**config.mk**
```make
export PLATFORM = sky130hd
export DESIGN_NAME = uart_tx
export DESIGN_NICKNAME = d
export VERILOG_FILES = /design/src/rtl/uart_tx.sv
export SDC_FILE = /design/constraint.sdc
export NUM_CORES = 1
export LEC_CHECK = 0
export CAP_MARGIN = 10
export CELL_PAD_IN_SITES_DETAIL_PLACEMENT = 0
export CELL_PAD_IN_SITES_GLOBAL_PLACEMENT = 1
export CORE_MARGIN = 5
export CORE_UTILIZATION = 41
export CTS_CLUSTER_DIAMETER = 60
export CTS_CLUSTER_SIZE = 20
export DETAILED_ROUTE_END_ITERATION = 8
export PLACE_DENSITY_LB_ADDON = 0.1
export SETUP_SLACK_MARGIN = 0.3
export SLEW_MARGIN = 30
export SYNTH_ARGS = -nofsm -noshare
export SYNTH_HDL_FRONTEND = slang
export SYNTH_SLANG_ARGS = --single-unit
```
**constraint.sdc**
```tcl
create_clock -name clk -period 2.05 [get_ports clk]
set_input_delay 0.41 -clock clk [delete_from_list [all_inputs] [get_ports clk]]
set_output_delay 0.41 -clock clk [all_outputs]
set_load 0.02 [all_outputs]
```
**src/rtl/uart_tx.sv**
```systemverilog
// Asynchronous serial transmitter: start bit, DBIT data bits LSB-first, optional parity, stop interval.
// All outputs registered; tx falls on the accept edge; requests while busy are dropped, never queued.
module uart_tx #(
    parameter int DBIT       = 8,
    parameter int OVERSAMPLE = 16,
    parameter int SB_TICK    = 16,
    parameter int PARITY_EN  = 0,
    parameter int PARITY_ODD = 0
) (
    input  logic            clk,
    input  logic            reset,
    input  logic            s_tick,
    input  logic            tx_start,
    input  logic [DBIT-1:0] din,
    output logic            tx,
    output logic            tx_busy,
    output logic            tx_done_tick
);

    localparam int S_MAX = (OVERSAMPLE > SB_TICK) ? OVERSAMPLE : SB_TICK;
    localparam int SW    = $clog2(S_MAX);
    localparam int NW    = $clog2(DBIT);

    localparam logic [SW-1:0] S_BIT_LAST  = SW'(OVERSAMPLE - 1);
    localparam logic [SW-1:0] S_STOP_LAST = SW'(SB_TICK - 1);
    localparam logic [NW-1:0] N_LAST      = NW'(DBIT - 1);
    localparam logic          ODD         = (PARITY_ODD != 0);

    typedef enum logic [2:0] {IDLE, START, DATA, PARITY, STOP} state_t;

    state_t          state;
    logic [SW-1:0]   s;
    logic [NW-1:0]   n;
    logic [DBIT-1:0] shift;
    logic            par;

    // tx is registered, so each transition loads the level of the state being entered.
    always_ff @(posedge clk) begin
        if (!reset) begin
            state        <= IDLE;
            s            <= '0;
            n            <= '0;
            shift        <= '0;
            par          <= 1'b0;
            tx           <= 1'b1;
            tx_busy      <= 1'b0;
            tx_done_tick <= 1'b0;
        end else begin
            tx_done_tick <= 1'b0;
            case (state)
                IDLE: begin
                    tx <= 1'b1;
                    if (tx_start) begin
                        shift   <= din;
                        par     <= (^din) ^ ODD;
                        s       <= '0;
                        state   <= START;
                        tx      <= 1'b0;
                        tx_busy <= 1'b1;
                    end
                end
                START: begin
                    if (s_tick) begin
                        if (s == S_BIT_LAST) begin
                            s     <= '0;
                            n     <= '0;
                            state <= DATA;
                            tx    <= shift[0];
                        end else begin
                            s <= s + 1'b1;
                        end
                    end
                end
                DATA: begin
                    if (s_tick) begin
                        if (s == S_BIT_LAST) begin
                            s     <= '0;
                            shift <= shift >> 1;
                            if (n == N_LAST) begin
                                if (PARITY_EN != 0) begin
                                    state <= PARITY;
                                    tx    <= par;
                                end else begin
                                    state <= STOP;
                                    tx    <= 1'b1;
                                end
                            end else begin
                                n  <= n + 1'b1;
                                tx <= shift[1];
                            end
                        end else begin
                            s <= s + 1'b1;
                        end
                    end
                end
                PARITY: begin
                    if (s_tick) begin
                        if (s == S_BIT_LAST) begin
                            s     <= '0;
                            state <= STOP;
                            tx    <= 1'b1;
                        end else begin
                            s <= s + 1'b1;
                        end
                    end
                end
                STOP: begin
                    if (s_tick) begin
                        if (s == S_STOP_LAST) begin
                            s            <= '0;
                            state        <= IDLE;
                            tx_busy      <= 1'b0;
                            tx_done_tick <= 1'b1;
                        end else begin
                            s <= s + 1'b1;
                        end
                    end
                end
                default: begin
                    state   <= IDLE;
                    tx      <= 1'b1;
                    tx_busy <= 1'b0;
                end
            endcase
        end
    end

endmodule
```
* Word level (Yosys, flattened, before mapping)
Index checks and enable logic that the tools add are counted.
** Cells by class
- Multiply operators :: 0
- Bitwise logic cells :: 2
- Add/sub/neg operators :: 2
- Mux-type cells :: 37
- Reductions and logical operators :: 13
- $lt $le $gt $ge :: 0
- Div/mod/pow operators :: 0
- Equality and inequality tests :: 18
- Shift operators :: 0
** Operator list (count)
- 3-bit two-way mux :: 13
- 8-bit two-way mux :: 3
- 2-bit != test, second input constant :: 11
- 8-bit one-hot mux with 2 select lines :: 1
- 3-bit one-hot mux with 5 select lines :: 1
- 1-bit two-way mux :: 12
- 4-bit two-way mux :: 3
- 10-bit AND reduction :: 1
- 4-bit one-hot mux with 2 select lines :: 1
- 4-bit AND reduction :: 2
- 7-bit AND reduction :: 1
- 3-bit by 2-bit == test with 1-bit output, second input constant :: 2
- 3-bit == test, second input constant :: 2
- 3-bit one-hot mux with 2 select lines :: 1
- 3-bit AND reduction :: 2
- 6-bit AND reduction :: 1
- 2-bit nonzero test :: 3
- 1-bit one-hot mux with 5 select lines :: 1
- 4-bit by 1-bit adder with 4-bit output, second input constant :: 1
- 4-bit == test, second input constant :: 1
- 4-bit OR reduction :: 1
- 3-bit by 1-bit adder with 3-bit output, second input constant :: 1
- 3-bit by 1-bit == test with 1-bit output, second input constant :: 1
- 3-bit logical NOT :: 1
- 4 further kinds :: 5
** Word-level totals
- Word-level logic and storage cells :: 79
- Output and inout port bits :: 3
- Latch bits :: 0
- Register bits :: 21
- Input port bits :: 12
- Memories :: 0
- Bits in read-only memories :: 0
- Bits in writable memories :: 0

* Depth between registers and ports, before layout
Gate-level depths: netlist of run 1.
- Depth after elaboration :: 5
- Mapped depth :: 6
- Depth with buffers taken out :: 6

* Least setup slack after synthesis of run 1
Ideal clock, no wire load.
- Path kind :: reg2reg
- Start :: register s[0]
- End :: register n[0]
- Slack :: 596 ps
- Data arrival time :: 1382 ps
- Required time :: 1978 ps
- Period minus slack after synthesis :: 1454 ps
- Cell stages (with the launch flop) :: 6
- Library setup time :: 72 ps
- Buffers on the path :: 0
- Cells stage by stage :: dfxtp_1 ha_1 and4_1 o21ai_0 nor2_1 mux2i_1
** On the way
- Cells in the longest elaborated chain, start to end :: 3
- Elaborated cells on any way between the ends :: 4
- Classes of those cells :: 3 x eq/ne; 1 x reduce/logical
** RTL lines
- from (decl) :: line 32 : logic [SW-1:0] s;
- from (signal assigned) :: line 70 : s <= s + 1'b1;
- from (signal assigned) :: line 92 : s <= s + 1'b1;
- from (signal assigned) :: line 103 : s <= s + 1'b1;
- 4-bit == test (*) :: line 64, 76
- 2-bit != test (no line)
- 6-bit AND reduction (no line) (*)
- to (signal assigned) :: line 88 : n <= n + 1'b1;
- to (decl) :: line 33 : logic [NW-1:0] n;
Mark *: on every way between the ends. The rest lies on a longest branch, timed or not.
A chain may end at the register's enable or synchronous reset.

* Worst setup path after layout of run 1
- Start :: input tx_start
- End :: register shift[1]
** On the way
- Cells in the longest elaborated chain, start to end :: 2
** RTL lines
- from (decl) :: line 13 : input logic tx_start,
- 2-bit != test (no line)
- 4-bit AND reduction (no line)
- to (signal assigned) :: line 54 : shift <= din;
- to (signal assigned) :: line 78 : shift <= shift >> 1;
- to (decl) :: line 34 : logic [DBIT-1:0] shift;
No other way between the ends.

==> impl_metrics.env, run 1 <==
export IMPL_synth_net_count=139
export IMPL_hold_buffers=0
export IMPL_grt_start_max_net_pins=27
export IMPL_synth_edf_count=0
export IMPL_drive_gt1_share_pct=11.4
export IMPL_crit_chain="clkdlybuf4s50_1, or3b_4, o2bb2ai_4, nand2_1, o211a_1"
export IMPL_cts_buffer_depth=2
export IMPL_maxCapViolations=0
export IMPL_power_w=0.000774
export IMPL_rsz0062_at_grt="yes"
export IMPL_nets=156
export IMPL_grt_pass1_wl_um=4040
export IMPL_crit_arrival_ns=1.92
export IMPL_fp_dieW_um=62.7
export IMPL_floorplan_die_height_um=62.7
export IMPL_max_stage_delay_ns=0.52
export IMPL_vias=929
export IMPL_grt_overflow_total=0
export IMPL_drc=0
export IMPL_die_area_um2=3930
export IMPL_place_area_um2=1310
export IMPL_synth_cells=124
export IMPL_routedWlPerCell_um=13.2
export IMPL_crit_fanout=15
export IMPL_power_density_nw_per_um2=573
export IMPL_cts_tree="done"
export IMPL_final_util_pct=49.8
export IMPL_worst_path_buf_inv=1
export IMPL_cts_resized=0
export IMPL_crit_family="simple AND/OR/NAND/NOR gates"
export IMPL_hpwlAfterDp_um=1610
export IMPL_cp_required_ns=2.28
export IMPL_drv_slew=0
export IMPL_cts_clk_slew_worst_paths_ns=0.13
export IMPL_syn_cell_area_um2=1140
export IMPL_htreeDepth=1
export IMPL_final_setup_viol_count=0
export IMPL_start_util_pct=42.1
export IMPL_antenna_found_initial=0
export IMPL_async_flop_share_pct=0
export IMPL_max_freq_mhz=593
export IMPL_fin_crit_ns=1.69
export IMPL_finalCritPeriodShare_pct=82.3
export IMPL_synth_seq_area_share_pct=36.9
export IMPL_cp_end_kind="flop"
export IMPL_gp_congestion=0.767
export IMPL_io_pins=15
export IMPL_clock_latency_ns=0.31
export IMPL_ant_nets=0
export IMPL_post_cts_buffers=0
export IMPL_cpMaxStageDelayCell="clkdlybuf4s50_1"
export IMPL_synth_seq_cells=21
export IMPL_status="finished clean"
export IMPL_hold_viol=0
export IMPL_yosysWarningCount=0
export IMPL_drt_total_wl_um=2260
export IMPL_rows=19
export IMPL_slew_limit_headroom_pct=68.1
export IMPL_area_growth_pct=18.3
export IMPL_cellLeakagePower_nw=0.556
export IMPL_syn_avg_cell_area_um2=9.19
export IMPL_via_per_inst=5.43
export IMPL_final_cell_mix="nand2_1, dfxtp_1, clkdlybuf4s50_1"
export IMPL_diodes=0
export IMPL_cts_inserted_buffers=3
export IMPL_drt_iter0_drc=24
export IMPL_portBuffers=14
export IMPL_clock_sinks=21
export IMPL_design_area_um2=1350
export IMPL_first_pass_iters=4
export IMPL_grtUsageTotal_pct=12.4
export IMPL_ir_drop_mv=0.504
export IMPL_fin_skew_ns=0.00731
export IMPL_grt_pass1_vias=935
export IMPL_cp_start_kind="input pin"
export IMPL_worstMarginPinSlew_ns=0.476
export IMPL_crit_type="input pin to flop"
export IMPL_clock_root_buffer="clkbuf_4"
export IMPL_ys_types=38
export IMPL_ys_flop_type="dfxtp_1"
export IMPL_hp_class="flop to flop"
export IMPL_core_area_um2=2710
## power breakdown
part	internal, W	leakage [nW]	switching, W
clock	0.0000745	0.0139	0.000140
sequential	0.000428	0.172	0.0000143
combinational	0.0000638	0.370	0.0000531
total	0.000566	0.556	0.000207
## layer usage
metal	part of all wire, %	vias up	track usage [%]
met3	3.1	2	4.32
met1	48	434	14.5
li1	-	478	-
met4	0.75	0	3.98
met5	0	-	0
met2	48	15	21.1
## through the flow
| step | instances | setup slack, ns | hold slack, ns | TNS (ns) |
|---|---|---|---|---|
| 2_1_floorplan | 124 | 0.596 | 0.438 | 0 |
| 3_3_place_gp | 167 | 0.0377 | 0.446 | 0 |
| 3_5_place_dp | 167 | -0.00670 | 0.462 | -0.00670 |
| 4_1_cts | 171 | 0.327 | 0.482 | 0 |
| 5_1_grt | 171 | 0.270 | 0.519 | 0 |
| 6_report | 171 | 0.362 | 0.477 | 0 |
## synth_stat cells, drive strengths merged, types with 2 or more instances
master	number	area [um2]
nor3b	5	42.5
and4	2	17.5
nand2	21	78.8
nand3	5	25.0
o21ai	5	25.0
clkbuf	3	11.3
nor2b	4	25.0
nor2	4	17.5
o211a	7	70.1
a21boi	2	15.0
a21oi	3	15.0
o22ai	2	12.5
a31oi	2	12.5
mux2i	11	110
dfxtp	21	420
buf	5	40.0
ha	3	37.5
nand3b	4	30.0
## worst paths after layout
kind                            startpoint        to  slack (ns)  cells after the start
worst min-delay path                  n[1]      n[1]        0.48                      2
worst max register to register    state[2]      s[0]        0.48                      5
worst min register to register        n[1]      n[1]        0.48                      2
worst max-delay path              tx_start  shift[1]        0.36                      5
## logic make-up (layout without fill, tap and decap cells)
family | after synthesis | count (layout) | share of synthesized area (%)
compound gates | 26 | 26 | 18.4
mux | 12 | 12 | 10.6
simple gates | 52 | 52 | 25.1
xor+xnor | 1 | 1 | 0.769
flops | 21 | 21 | 36.9
fa+ha+maj | 3 | 3 | 3.29
buf+inv | 9 | 25 | 4.83
## flip-flops by register name, indices dropped and copies added, names as in the netlist
signal,count
n,3
s,4
shift,8
state,3
tx,1
tx_busy,1
tx_done_tick,1
## worst register-to-register path: stages (launching register included)
cell and delay [ns]:
dfxtp_1 0.61, mux2_2 0.39, mux2i_1 0.13, buf_4 0.16, nand3b_1 0.10, a21boi_0 0.08
## cell type report
type / count / area, um2
Fill cell: 267 / 1360
Multi-Input combinational cell: 94 / 666
Sequential cell: 21 / 420
Timing Repair Buffer: 20 / 190
Tap cell: 31 / 38.8
Clock buffer: 3 / 22.5
Clock inverter: 1 / 7.51
Inverter: 1 / 3.75
Power figures use the tool's default switching activity.
==> run 2, diff against run 1 <==
==> constraint.sdc (replaced) <==
create_clock -name clk -period 1.7 [get_ports clk]
set_input_delay 0.34 -clock clk [delete_from_list [all_inputs] [get_ports clk]]
set_output_delay 0.34 -clock clk [all_outputs]
set_load 0.02 [all_outputs]
==> run 2 against run 1 <==
Net effect:
- final area is 15% higher
- power is 21% higher
- setup slack got worse by 0.092 ns
- combinational power is 41% higher
==> impl_metrics.env, run 2 (synthesis results as in run 1) <==
export IMPL_fp_dieW_um=62.7
export IMPL_grt_pass1_wl_um=4310
export IMPL_cts_inserted_buffers=3
export IMPL_worst_path_buf_inv=0
export IMPL_crit_fanout=3
export IMPL_cts_tree="done"
export IMPL_hold_viol=0
export IMPL_nets=168
export IMPL_hold_buffers=0
export IMPL_first_pass_iters=4
export IMPL_rsz0062_at_grt="yes"
export IMPL_hp_class="flop to flop"
export IMPL_drive_gt1_share_pct=30.3
export IMPL_die_area_um2=3930
export IMPL_via_per_inst=5.29
export IMPL_max_stage_delay_ns=0.35
export IMPL_final_cell_mix="nand2_1, buf_4, dfxtp_1"
export IMPL_portBuffers=14
export IMPL_cellLeakagePower_nw=0.633
export IMPL_core_area_um2=2710
export IMPL_vias=968
export IMPL_worstMarginPinSlew_ns=0.361
export IMPL_maxCapViolations=0
export IMPL_whs_ns=0.482
export IMPL_grt_overflow_total=0
export IMPL_largest_reg_flops=8
export IMPL_htreeDepth=1
export IMPL_grt_start_max_net_pins=26
export IMPL_grtUsageTotal_pct=12.9
export IMPL_reg_top3="shift (8), s (4)"
export IMPL_pre_cts_ws_ns=-0.162
export IMPL_clock_latency_ns=0.30
export IMPL_cp_start_kind="flop"
export IMPL_drt_iter0_drc=43
export IMPL_cts_buffer_depth=2
export IMPL_crit_family="simple AND/OR/NAND/NOR gates"
export IMPL_diodes=0
export IMPL_crit_type="flop to flop"
export IMPL_grt_pass1_vias=955
export IMPL_finalCritPeriodShare_pct=84.1
export IMPL_clock_root_buffer="clkbuf_4"
export IMPL_gp_congestion=0.799
export IMPL_slew_limit_headroom_pct=75.6
export IMPL_layout_commonest_cell="nand2_1"
export IMPL_drv_slew=0
export IMPL_start_util_pct=42.1
export IMPL_routedWlPerCell_um=13.0
export IMPL_dpl_cell_count=172
export IMPL_final_setup_viol_count=0
export IMPL_hpwlAfterDp_um=1680
export IMPL_drc=0
export IMPL_drt_total_wl_um=2370
export IMPL_layout_setup_ws_ns=0.270
export IMPL_regMostFlops="shift"
export IMPL_crit_arrival_ns=1.67
export IMPL_cpMaxStageDelayCell="dfxtp_2"
export IMPL_fin_crit_ns=1.43
export IMPL_crit_top_cell="ha_4"
export IMPL_area_growth_pct=36.0
export IMPL_fin_skew_ns=0.00181
export IMPL_max_freq_mhz=699
export IMPL_rows=19
export IMPL_io_pins=15
export IMPL_power_density_nw_per_um2=602
export IMPL_cp_end_kind="flop"
export IMPL_status="finished clean"
export IMPL_clock_sinks=21
export IMPL_ir_drop_mv=0.584
export IMPL_cts_clk_slew_worst_paths_ns=0.12
export IMPL_floorplan_die_height_um=62.7
export IMPL_finalNonFillerCells=183
export IMPL_crit_chain="ha_4, ha_4, nor3b_2, o21ai_1, nor2_2, mux2i_1"
export IMPL_ant_nets=0
export IMPL_antenna_found_initial=0
export IMPL_cp_required_ns=1.94
## run 2: cell types whose count changed in the layout (fill, tap and decap cells not counted), moves of 3 or more
cell | before | now
buf_4 | 6 | 16
clkdlybuf4s50_1 | 12 | 9
dfxtp_1 | 21 | 14
dfxtp_4 | 0 | 5
dlygate4sd2_1 | 0 | 3
ha_1 | 3 | 0
ha_4 | 0 | 3
## run 2: final cells by class
| class | count | area, um2 |
|---|---|---|
| Sequential cell | 21 | 442 |
| Clock buffer | 3 | 22.5 |
| Timing Repair Buffer | 32 | 292 |
| Inverter | 1 | 3.75 |
| Clock inverter | 1 | 5.00 |
| Tap cell | 31 | 38.8 |
| Fill cell | 265 | 1160 |
| Multi-Input combinational cell | 94 | 747 |
## run 2: final timing paths
path / from / to / slack, ns / cells after the start
min: shift[7] / shift[7] / 0.48 / 2
max: n[0] / n[0] / 0.27 / 6
max reg2reg: n[0] / n[0] / 0.27 / 6
min reg2reg: shift[7] / shift[7] / 0.48 / 2
## run 2: what timing repair did
item | 4_1_cts | 5_1_grt
setup buffers | 3 | 4
hold endpoints to repair | 0 | 0
resized for setup | 18 | 12
setup endpoints to repair | 16 | 17
pin swaps | 4 | 5
## run 2: per-layer routing
layer  GRT usage, %  routed length [um]  vias to the layer above
li1               -                   -                      506
met1           17.1                1140                      449
met2           20.6                1150                       11
met3           4.32                  69                        2
met4           2.39                  14                        0
met5              0                   0                        -
## run 2: tightest hold or removal path: stages, from the launching register on
cell and delay [ns]:
dfxtp_1 0.33, nand2_1 0.05, o22ai_1 0.06
## run 2: power by group
group          internal (W)  switching, W
Sequential         0.000511     0.0000196
Combinational     0.0000933     0.0000716
Clock             0.0000876      0.000151
Total              0.000692      0.000242
## run 2: metrics by stage
step	setup TNS (ns)	power, W	utilization (%)	cell area, um2
4_1_cts	0	0.000947	55.0	1490
6_report	0	0.000934	57.2	1550
3_5_place_dp	-1.54	0.000704	51.2	1390
5_1_grt	0	0.00100	57.2	1550
2_1_floorplan	0	0.000635	-	1160
3_3_place_gp	-1.29	0.000700	51.2	1390
